`config.mk`:
```
export PLATFORM = sky130hd
export DESIGN_NAME = moore_updown_fsm
export DESIGN_NICKNAME = d
export VERILOG_FILES = /design/src/rtl/moore_fsm_pkg.sv /design/src/rtl/fsm_dwell_timer.sv /design/src/rtl/moore_updown_fsm.sv
export SDC_FILE = /design/constraint.sdc
export NUM_CORES = 1
export LEC_CHECK = 0
export CORE_AREA = 3 3 40 42
export CTS_BUF_LIST = sky130_fd_sc_hd__clkbuf_4 sky130_fd_sc_hd__clkbuf_8 sky130_fd_sc_hd__clkbuf_16
export DETAILED_ROUTE_END_ITERATION = 8
export DIE_AREA = 0 0 43 45
export GPL_ROUTABILITY_DRIVEN = 0
export PLACE_DENSITY_LB_ADDON = 0.05
export SLEW_MARGIN = 20
export SYNTH_ARGS = -nofsm -noshare
export SYNTH_HDL_FRONTEND = slang
export SYNTH_SLANG_ARGS = --single-unit
```
`constraint.sdc`:
```
create_clock -name i_clk -period 1.5 [get_ports i_clk]
set_input_delay 0.3 -clock i_clk [delete_from_list [all_inputs] [get_ports i_clk]]
set_output_delay 0.3 -clock i_clk [all_outputs]
set_load 0.005 [all_outputs]
```
`src/rtl/moore_fsm_pkg.sv`:
```
// Shared constants and helpers for the moore_updown_fsm sequencer.
// Optional dwell feature is selected with the FSM_DWELL_EN macro.
package moore_fsm_pkg;

    // Direction encoding on i_dir
    localparam logic DIR_UP   = 1'b1;
    localparam logic DIR_DOWN = 1'b0;

    // End-state behaviour selected by the WRAP parameter
    localparam int MODE_SAT  = 0;
    localparam int MODE_WRAP = 1;

    // Ceiling log2, evaluated at elaboration time for counter widths
    function automatic int f_clog2(input int value);
        int result;
        int rem;
        result = 0;
        rem    = value - 1;
        while (rem > 0) begin
            result = result + 1;
            rem    = rem >> 1;
        end
        return result;
    endfunction

    // Counter width that can hold 0..depth-1, never narrower than one bit
    function automatic int f_cnt_width(input int depth);
        return (f_clog2(depth) < 1) ? 1 : f_clog2(depth);
    endfunction

endpackage

```
`src/rtl/fsm_dwell_timer.sv`:
```
// Dwell timer: counts enabled cycles and ticks on the last cycle of each
// dwell period. Only instantiated when FSM_DWELL_EN is defined.
module fsm_dwell_timer
    import moore_fsm_pkg::*;
#(
    parameter int DWELL_CYCLES = 4
) (
    input  logic clk,
    input  logic rst,
    input  logic en,
    input  logic clr,
    output logic o_tick
);

    localparam int CNT_W = f_cnt_width(DWELL_CYCLES);
    localparam logic [CNT_W-1:0] LP_LAST = CNT_W'(DWELL_CYCLES - 1);

    logic [CNT_W-1:0] r_cnt;

    // Tick is the enabled edge on which the dwell period completes
    assign o_tick = en && (r_cnt == LP_LAST);

    // Dwell count: cleared by reset or load, wraps to 0 on a tick, holds when idle
    always_ff @(posedge clk) begin
        if (rst || clr) begin
            r_cnt <= '0;
        end else if (o_tick) begin
            r_cnt <= '0;
        end else if (en) begin
            r_cnt <= r_cnt + CNT_W'(1);
        end
    end

endmodule

```
`src/rtl/moore_updown_fsm.sv`:
```
// Parametrised Moore up/down state sequencer with wrap or saturate ends,
// synchronous load with clamping, and registered min/max/wrap status.
// Define FSM_DWELL_EN to spend DWELL_CYCLES enabled cycles in each state.
module moore_updown_fsm
    import moore_fsm_pkg::*;
#(
    parameter int NUM_STATES   = 6,
    parameter int STATE_W      = 3,
    parameter int WRAP         = 1,
    parameter int DWELL_CYCLES = 4
) (
    input  logic               i_clk,
    input  logic               i_rst,
    input  logic               i_en,
    input  logic               i_dir,
    input  logic               i_load,
    input  logic [STATE_W-1:0] i_load_val,
    output logic [STATE_W-1:0] o_state,
    output logic               o_max,
    output logic               o_min,
    output logic               o_wrap
);

    localparam logic [STATE_W-1:0] LP_TOP = STATE_W'(NUM_STATES - 1);

    // Reject configurations that cannot encode the requested state space
    if (NUM_STATES < 2) begin : g_bad_num_states
        $error("moore_updown_fsm: NUM_STATES must be at least 2");
    end
    if ((2 ** STATE_W) < NUM_STATES) begin : g_bad_state_w
        $error("moore_updown_fsm: STATE_W too narrow for NUM_STATES");
    end
    if (DWELL_CYCLES < 1) begin : g_bad_dwell
        $error("moore_updown_fsm: DWELL_CYCLES must be at least 1");
    end

    logic [STATE_W-1:0] r_state;
    logic               r_wrap;
    logic [STATE_W-1:0] w_next_state;
    logic               w_next_wrap;
    logic               w_step;
    logic               w_illegal;

`ifdef FSM_DWELL_EN
    fsm_dwell_timer #(
        .DWELL_CYCLES (DWELL_CYCLES)
    ) u_dwell (
        .clk    (i_clk),
        .rst    (i_rst),
        .en     (i_en),
        .clr    (i_load),
        .o_tick (w_step)
    );
`else
    assign w_step = i_en;
`endif

    assign w_illegal = (r_state > LP_TOP);

    // State register: synchronous reset, otherwise take the computed next state
    always_ff @(posedge i_clk) begin
        // NOTE: sequential state uses non-blocking assignments so every register
        // samples the pre-edge values, independent of statement order.
        if (i_rst) begin
            r_state <= '0;
            r_wrap  <= 1'b0;
        end else begin
            r_state <= w_next_state;
            r_wrap  <= w_next_wrap;
        end
    end

    // Next-state logic: illegal recovery > load (clamped) > step > hold
    always_comb begin
        // NOTE: defaults first so every path assigns every output; no latch.
        w_next_state = r_state;
        w_next_wrap  = 1'b0;
        if (w_illegal) begin
            w_next_state = '0;
        end else if (i_load) begin
            w_next_state = (i_load_val > LP_TOP) ? LP_TOP : i_load_val;
        end else if (w_step) begin
            if (i_dir == DIR_UP) begin
                if (r_state != LP_TOP) begin
                    w_next_state = r_state + STATE_W'(1);
                end else if (WRAP == MODE_WRAP) begin
                    w_next_state = '0;
                    w_next_wrap  = 1'b1;
                end
            end else begin
                if (r_state != '0) begin
                    w_next_state = r_state - STATE_W'(1);
                end else if (WRAP == MODE_WRAP) begin
                    w_next_state = LP_TOP;
                    w_next_wrap  = 1'b1;
                end
            end
        end
    end

    // Moore outputs: decoded from registered state only
    always_comb begin
        o_state = r_state;
        o_wrap  = r_wrap;
        o_max   = (r_state == LP_TOP);
        o_min   = (r_state == '0);
    end

endmodule
```
# [After elaboration in Yosys (flattened, before gate mapping)]
# Index checks and enable logic that the tools add are counted.
[word_totals] regBits=4 in_bits=8 output_inout_bits=6 wordCells=23
[classes] add_sub_neg=2 magnitude_cmp=2 eq_ne=2 muxes=9 n_bitwise=1 reduce_logical=5
[op_table] cell="3-bit 2-to-1 mux" n=6
[op_table] cell="3-bit greater-than comparator, second input constant" n=2
[op_table] cell="4-bit OR reduction" n=1
[op_table] cell="3-bit by 1-bit adder with 3-bit output, second input constant" n=1
[op_table] cell="3-bit == test, second input constant" n=1
[op_table] cell="3-bit zero test" n=1
[op_table] cell="1-bit 2-to-1 mux" n=3
[op_table] cell="3-bit inequality test, second input constant" n=1
[op_table] cell="3-bit nonzero test" n=1
[op_table] cell="3-bit by 1-bit subtractor with 3-bit output, second input constant" n=1
[op_table] cell="2-bit nonzero test" n=1
[op_table] cell="2-bit OR reduction" n=1
[op_table] cell="1-bit NOT" n=1

# [Depth between registers and ports, before layout]
# Gate-level depths: netlist of run 1.
[logic_depth] ltp_word=5 mapped_depth=6 depth_no_buf=5

# [Worst setup path before layout of run 1]
# Ideal clock, no wire load.
[synth_path] kind="register to register" startpoint="register r_state[1] (netlist: o_state[1])" endpoint="register r_state[2] (netlist: o_state[2])" setup_time_ns=0.122 arrival_ns=1.232 required_ns=1.378 path_slack_ns=0.146 path_stages_with_launch=7 path_buffers=1 synth_period_minus_slack_ns=1.354 path_cell_list="dfxtp_1 buf_6 nor2_1 ha_1 nor2b_1 a311oi_1 o311a_1"
[synth_via] elab_chain_len=5 word_cells_on_any_way=11 classes_between="2 x add/sub; 1 x order compare; 1 x eq/ne; 5 x mux; 2 x reduce/logical"
[synth_lines] item="from (decl)" line_no="moore_updown_fsm.sv:37" text="logic [STATE_W-1:0] r_state;"
[synth_lines] item="from (signal assigned)" line_no="moore_updown_fsm.sv:68" text="r_state <= w_next_state;"
[synth_lines] item="3-bit by 1-bit subtractor with 3-bit output, or another cell as far along" line_no="moore_updown_fsm.sv:92" text="w_next_state = r_state - STATE_W'(1);"
[synth_lines] item="3-bit 2-to-1 mux, on equally long branches" line_no="moore_updown_fsm.sv:91, moore_updown_fsm.sv:84"
[synth_lines] item="3-bit 2-to-1 mux" line_no="moore_updown_fsm.sv:83" text="if (i_dir == DIR_UP) begin"
[synth_lines] item="3-bit 2-to-1 mux" line_no="moore_updown_fsm.sv:82" text="end else if (w_step) begin"
[synth_lines] item="3-bit 2-to-1 mux" line_no="moore_updown_fsm.sv:80" text="end else if (i_load) begin"
# Several ways; a longest one is shown, not always the timed one. The select of a mux whose other input is x is not followed.
# A chain may end at the register's enable or synchronous reset.

# [Worst setup path after layout of run 1]
[layout_path] startpoint="register r_state[1] (netlist: o_state[1])" endpoint="output o_state[1]"
[layout_lines] item="to (decl)" line_no="moore_updown_fsm.sv:18" text="output logic [STATE_W-1:0] o_state,"
# No word-level cell between the ends.

==> metrics.md, run 1 <==
| Metric | Value |
|---|---|
| Mux cell area share after synthesis | 0% |
| Initial Utilization | 23.3% |
| DRT antenna net count | 0 |
| Max frequency | 709 MHz |
| Pre-antenna DRT Iters | 4 |
| Remaining DRCs | 0 |
| Clk pwr share | 36.5% |
| Crit path DAT | 1.11 ns |
| R2R cell count | 5 |
| DR vias | 351 |
| Clock Latency Late Sink | 0.24 ns |
| Worst Hold Depth | 3 |
| Final Slew Violations | 0 |
| Largest family of logic cells by synthesized area | simple AND/OR/NAND/NOR gates |
| XOR/XNOR Fraction of Synth Area | 0% |
| Critical-path cell list | clkdlybuf4s50_1 |
| Flops & latches, synth | 4 |
| Yosys cell types | 22 |
| RSZ-0062 raised after global routing | false |
| Crit Path Class | reg2out |
| Hold WC Path Type | reg2reg |
| CP Launch Type | flip-flop |
| CTS tree | built |
| Cell Int Power | 276 uW |
| Die Footprint | 1940 um2 |
| Hold Violations, Final | 0 |
| Setup tns final | 0 ns |
| Most used DFF post-synth | dfxtp_1 |
| Post-Layout Inst Area | 500 um2 |
| Slowest stage delay, CP | 0.51 ns |
| Compound-Gate Fraction of Synth Area | 27.6% |
| Logic pwr share | 31.2% |
| Pwr Total | 377 uW |
| Asr flop ratio synth | 0% |
| CTS HTree Levels | 1 |
| Area Overhead vs Synth | 67.4% |
| P per Cell Area | 754 nW/um2 |
| Die span in x | 43 um |
| Sequential area share after synthesis | 26.8% |
| Vias per inst | 4.81 |
| Maximum vdd drop | 0.000261 V |
| Worst path slowest cell | clkdlybuf4s50_1 |
| Post-Synth Adder-Cell Area | 4.18% |
| Status | completed |
| NumNets Final | 69 |
| Hold_buf cts | 0 |
| CP Max Fanout | 4 |
| Synth Area in Simple Gates | 33.9% |
| Filler cells | 143 |
| Drt first-iter violations | 3 |
| Worst path bufs/invs | 1 |
| Seq pwr share | 32.4% |
| Num CTS Buffers | 3 |
| Syn Std Cell Area | 299 um2 |
| Post-synth EDFFs | 0 |
| YS warnings | 0 |
| WL per Instance | 11.3 um |
| Count leader, synth | a21oi_1 |
| Area leader, netlist | dfxtp_1 |
| Share of cells above drive strength 1 | 22.4% |
| Row count | 13 |
| Placed inst area | 467 um2 |
| Top Ports | 14 |
| Max_cap viols | 0 |
| Crit end category | primary output |
| First-pass GRT wire length | 1350 um |
| CP top delay family | buffers and inverters |
| Leading cell types by count after synthesis | a21oi_1 (5), dfxtp_1 (4), nor2_1 (4) |
| Sink Count | 4 |
| Final worst-path cycle share | 94.0% |
| Gr ovfl total | 0 |
| Dpl hpwl | 686 um |
| Synth area leaders | dfxtp_1 (27%), a21oi_1 (8.4%), nand2b_1 (6.3%) |
| Worst slew margin | 80.8% |
| Switching pwr | 102 uW |
| Syn_nets | 47 |
| P_leak | 0.215 nW |
| Setup violators final | 0 |
| Largest net degree at the start of global routing | 9 |
| Post-synth top area share | 26.8% |
| Reg clk slew, reported paths | 0.04 ns |
| Core ar. | 1280 um2 |
| Mapped Avg Cell Area | 7.87 um2 |
| Fin Clk Skew | 0.00824 ns |
| Vias in the first global route | 333 |
| Die H | 45 um |
| Critical path depth | 1 |
| Critical Path RT | 1.20 ns |
| Worst slew pin tran | 0.288 ns |
| Final min period | 1.41 ns |
| Antenna cells | 0 |
| Maximum clock path buffer count | 2 |
| PortBufs | 13 |
| Switching portion of total power | 26.9% |
| Total Wirelength | 824 um |
| Initial antenna violation count | 0 |
| Root buf cell | clkbuf_4 |
| Syn Inst Count | 38 |
| Total GRT Usage | 10.3% |
-- per-layer routing --
layer	vias to the layer above	routed length [um]	part of all wire (%)	track usage (%)
met1	159	329	40	9.86
met5	-	0	0	0
met2	12	428	52	15.6
met3	2	48	5.8	5.18
met4	0	18	2.2	10.8
li1	178	-	-	-
-- cell families (layout without fill, tap and decap cells) --
group                      Yosys count  in the layout
DFF                                  4              4
and+or+nand+nor                     17             17
adders and majority gates            1              1
buffers and inverters                4             24
AOI/OAI and AO/OA                   12             12
-- sequential cells by signal, indices dropped and copies added, names as in the netlist --
| name | count |
|---|---|
| o_state | 3 |
| o_wrap | 1 |
-- power groups by stage --
| stage | clock, mW | sequential [mW] | combinational (mW) |
|---|---|---|---|
| floorplan | 0 | 0.125 | 0.0517 |
| global placement | 0 | 0.123 | 0.119 |
| detailed placement | 0 | 0.124 | 0.120 |
| CTS | 0.150 | 0.122 | 0.120 |
| global route | 0.154 | 0.124 | 0.132 |
| finish | 0.138 | 0.122 | 0.118 |
-- stage by stage --
stage          utilization [%]  cells  hold WS (ns)  setup slack, ns
6_report                  38.9     73         0.670           0.0905
3_5_place_dp              36.3     69         0.682        -0.000585
5_1_grt                   38.9     73         0.707           0.0311
2_1_floorplan                -     38         0.439            0.146
4_1_cts                   38.9     73         0.676           0.0691
3_3_place_gp              36.3     69         0.682           0.0201
-- layout make-up --
cell class | instances | area (um2) | share of cell area [%]
multi-input cells | 30 | 199 | 39.8
repair buffers | 18 | 164 | 32.7
flip-flops and latches | 4 | 85.1 | 17.0
clock buffers | 3 | 22.5 | 4.50
well taps | 15 | 18.8 | 3.75
inverters | 3 | 11.3 | 2.25
-- repair_timing --
item,4_1_cts,5_1_grt
gates resized for setup,7,0
setup endpoints to repair,3,0
buffers inserted,1,0
endpoints found under the hold margin,0,0
-- worst paths after layout --
check,start,end,slack (ns)
min reg2reg,o_state[2]$_SDFFE_PP0P_,o_state[1]$_SDFFE_PP0P_,0.67
min,o_state[2]$_SDFFE_PP0P_,o_state[1]$_SDFFE_PP0P_,0.67
max,o_state[1]$_SDFFE_PP0P_,o_state[1],0.09
max reg2reg,o_state[1]$_SDFFE_PP0P_,o_state[2]$_SDFFE_PP0P_,0.15
-- worst min-delay path: stages (launching register included) --
cell and delay [ns]:
dfxtp_4 0.35, inv_2 0.07, o31a_1 0.13, o31ai_1 0.07
-- layout by cell type, fill, tap and decap left out, types with 2 or more instances in the layout --
| master | n |
|---|---|
| clkdlybuf4s50_1 | 10 |
| a21oi_1 | 5 |
| buf_4 | 5 |
| nor2_1 | 4 |
| nand2b_1 | 3 |
| clkbuf_4 | 3 |
| dlygate4sd2_1 | 3 |
| nor2b_1 | 2 |
| inv_1 | 2 |
| nand3b_1 | 2 |
| nand2_1 | 2 |
| dfxtp_1 | 2 |
No activity file was read; power rests on OpenSTA's default activity.
==> inputs of run 2 (changes only) <==
==> constraint.sdc (replaced) <==
create_clock -name i_clk -period 1.5 [get_ports i_clk]
set_input_delay 0.15 -clock i_clk [delete_from_list [all_inputs] [get_ports i_clk]]
set_output_delay 0.15 -clock i_clk [all_outputs]
set_load 0.005 [all_outputs]
==> metrics.md, run 2 (synthesis gave the netlist of run 1 again) <==
| Metric | Value |
|---|---|
| Top Ports | 14 (unchanged) |
| Max frequency | 691 MHz (was 709 MHz) |
| WL per Instance | 11.1 um (was 11.3 um) |
| Cells after DPL | 67 (was 69) |
| Total Wirelength | 787 um (was 824 um) |
| PortBufs | 13 (unchanged) |
| Pwr Total | 381 uW (was 377 uW) |
| Sink Count | 4 (unchanged) |
| Crit end category | primary output (unchanged) |
| Die Footprint | 1940 um2 (unchanged) |
| Final min period | 1.45 ns (was 1.41 ns) |
| Hold WC Path Type | in2reg (was reg2reg) |
| Initial antenna violation count | 0 (unchanged) |
| Final worst-path cycle share | 96.5% (was 94.0%) |
| Antenna cells | 0 (unchanged) |
| Crit path DAT | 1.30 ns (was 1.11 ns) |
| Die H | 45 um (unchanged) |
| Share of cells above drive strength 1 | 21.4% (was 22.4%) |
| Root buf cell | clkbuf_4 (unchanged) |
| Clock Latency Late Sink | 0.24 ns (about the same) |
| Most frequent cells in the layout | clkdlybuf4s50_1 (12), a21oi_1 (5), nor2_1 (4) (was clkdlybuf4s50_1 (10), a21oi_1 (5), buf_4 (5), nor2_1 (4)) |
| Largest register FFs | 3 (unchanged) |
| Hold Violations, Final | 0 (unchanged) |
| CP Launch Type | flip-flop (unchanged) |
| Fin Clk Skew | 0.00480 ns (was 0.00824 ns) |
| Max_cap viols | 0 (unchanged) |
| Switching pwr | 104 uW (was 102 uW) |
| Seq pwr share | 32.4% (about the same) |
| Cell Int Power | 277 uW (was 276 uW) |
| Placed inst area | 452 um2 (was 467 um2) |
| Vias per inst | 4.92 (was 4.81) |
| Hold_ws | 0.580 ns (was 0.670 ns) |
| Largest net degree at the start of global routing | 9 (unchanged) |
| CTS HTree Levels | 1 (unchanged) |
| Setup violators final | 0 (unchanged) |
| Worst slew margin | 81.3% (was 80.8%) |
| First-pass GRT wire length | 1310 um (was 1350 um) |
| Total GRT Usage | 10.1% (was 10.3%) |
| Final Slew Violations | 0 (unchanged) |
| Maximum vdd drop | 0.000235 V (was 0.000261 V) |
| Switching portion of total power | 27.2% (was 26.9%) |
| Drt first-iter violations | 2 (was 3) |
| RSZ-0062 raised after global routing | false (unchanged) |
| CTS tree | built (unchanged) |
| Area Overhead vs Synth | 65.3% (was 67.4%) |
| Maximum clock path buffer count | 2 (unchanged) |
| NumNets Final | 67 (was 69) |
| Reg clk slew, reported paths | 0.04 ns (about the same) |
| Core ar. | 1280 um2 (unchanged) |
| Fin cells | 71 (was 73) |
| Pre-antenna DRT Iters | 2 (was 4) |
| Status | completed (unchanged) |
| Remaining DRCs | 0 (unchanged) |
| Post-Layout Inst Area | 494 um2 (was 500 um2) |
| Vias in the first global route | 314 (was 333) |
| P_leak | 0.199 nW (was 0.215 nW) |
| P per Cell Area | 771 nW/um2 (was 754 nW/um2) |
| Critical Path RT | 1.35 ns (was 1.20 ns) |
| Logic pwr share | 31.1% (was 31.2%) |
| Clk pwr share | 36.5% (about the same) |
| Num CTS Buffers | 3 (unchanged) |
| CP Max Fanout | 7 (was 4) |
| Gr ovfl total | 0 (unchanged) |
| Commonest non-fill, non-tap cell in the layout | clkdlybuf4s50_1 (unchanged) |
| Dpl hpwl | 636 um (was 686 um) |
| Worst slew pin tran | 0.280 ns (was 0.288 ns) |
| DRT antenna net count | 0 (unchanged) |
| Hold_buf cts | 0 (unchanged) |
| Crit Path Class | reg2out (unchanged) |
| Setup tns final | 0 ns (unchanged) |
| DR vias | 349 (was 351) |
| Initial Utilization | 23.3% (unchanged) |
| Row count | 13 (unchanged) |
| Die span in x | 43 um (unchanged) |
-- run 2: critical path, stage by stage (launching register included) --
cell             delay (ns)
dfxtp_4                0.37
and3b_2                0.19
clkdlybuf4s50_1        0.49
-- run 2: area by class of cell --
cell class                 instances  area, um2
multi-input combinational         30        205
tap                               15       18.8
fill                             145        791
sequential                         4       85.1
inverter                           3       11.3
timing repair buffer              16        151
clock buffer                       3       22.5
-- run 2: power groups by stage --
stage	registers, mW	clock network, mW	logic (mW)
floorplan	0.125	0	0.0517
global placement	0.124	0	0.113
detailed placement	0.125	0	0.114
CTS	0.124	0.143	0.118
global route	0.125	0.153	0.132
finish	0.123	0.139	0.119
-- run 2: layer usage --
layer / GRT usage [%] / vias up / share of wire (%)
li1: - / 173 / -
met2: 14.4 / 13 / 45
met4: 12.7 / 0 / 6.5
met5: 0 / - / 0
met1: 10.1 / 158 / 42
met3: 3.98 / 5 / 5.6
-- run 2: final timing paths --
check             depth (start not counted)                      end  slack, ns                    start
setup reg to reg                          5  o_state[2]$_SDFFE_PP0P_       0.11  o_state[1]$_SDFFE_PP0P_
hold reg to reg                           2  o_state[2]$_SDFFE_PP0P_       0.62  o_state[2]$_SDFFE_PP0P_
setup / recovery                          2                    o_max       0.05  o_state[2]$_SDFFE_PP0P_
hold / removal                            3  o_state[2]$_SDFFE_PP0P_       0.58                    i_rst
-- run 2: what timing repair did --
action | 4_1_cts | 5_1_grt
resized for setup | 3 | 3
pin swaps | 2 | 0
buffers inserted | 1 | 0
endpoints found under the setup margin | 2 | 2
-- run 2: metrics by stage --
stage	util [%]	setup slack, ns
2_1_floorplan	-	0.146
3_3_place_gp	35.2	0.103
3_5_place_dp	35.2	0.0566
4_1_cts	37.7	0.0203
5_1_grt	38.5	0.00696
6_report	38.5	0.0530
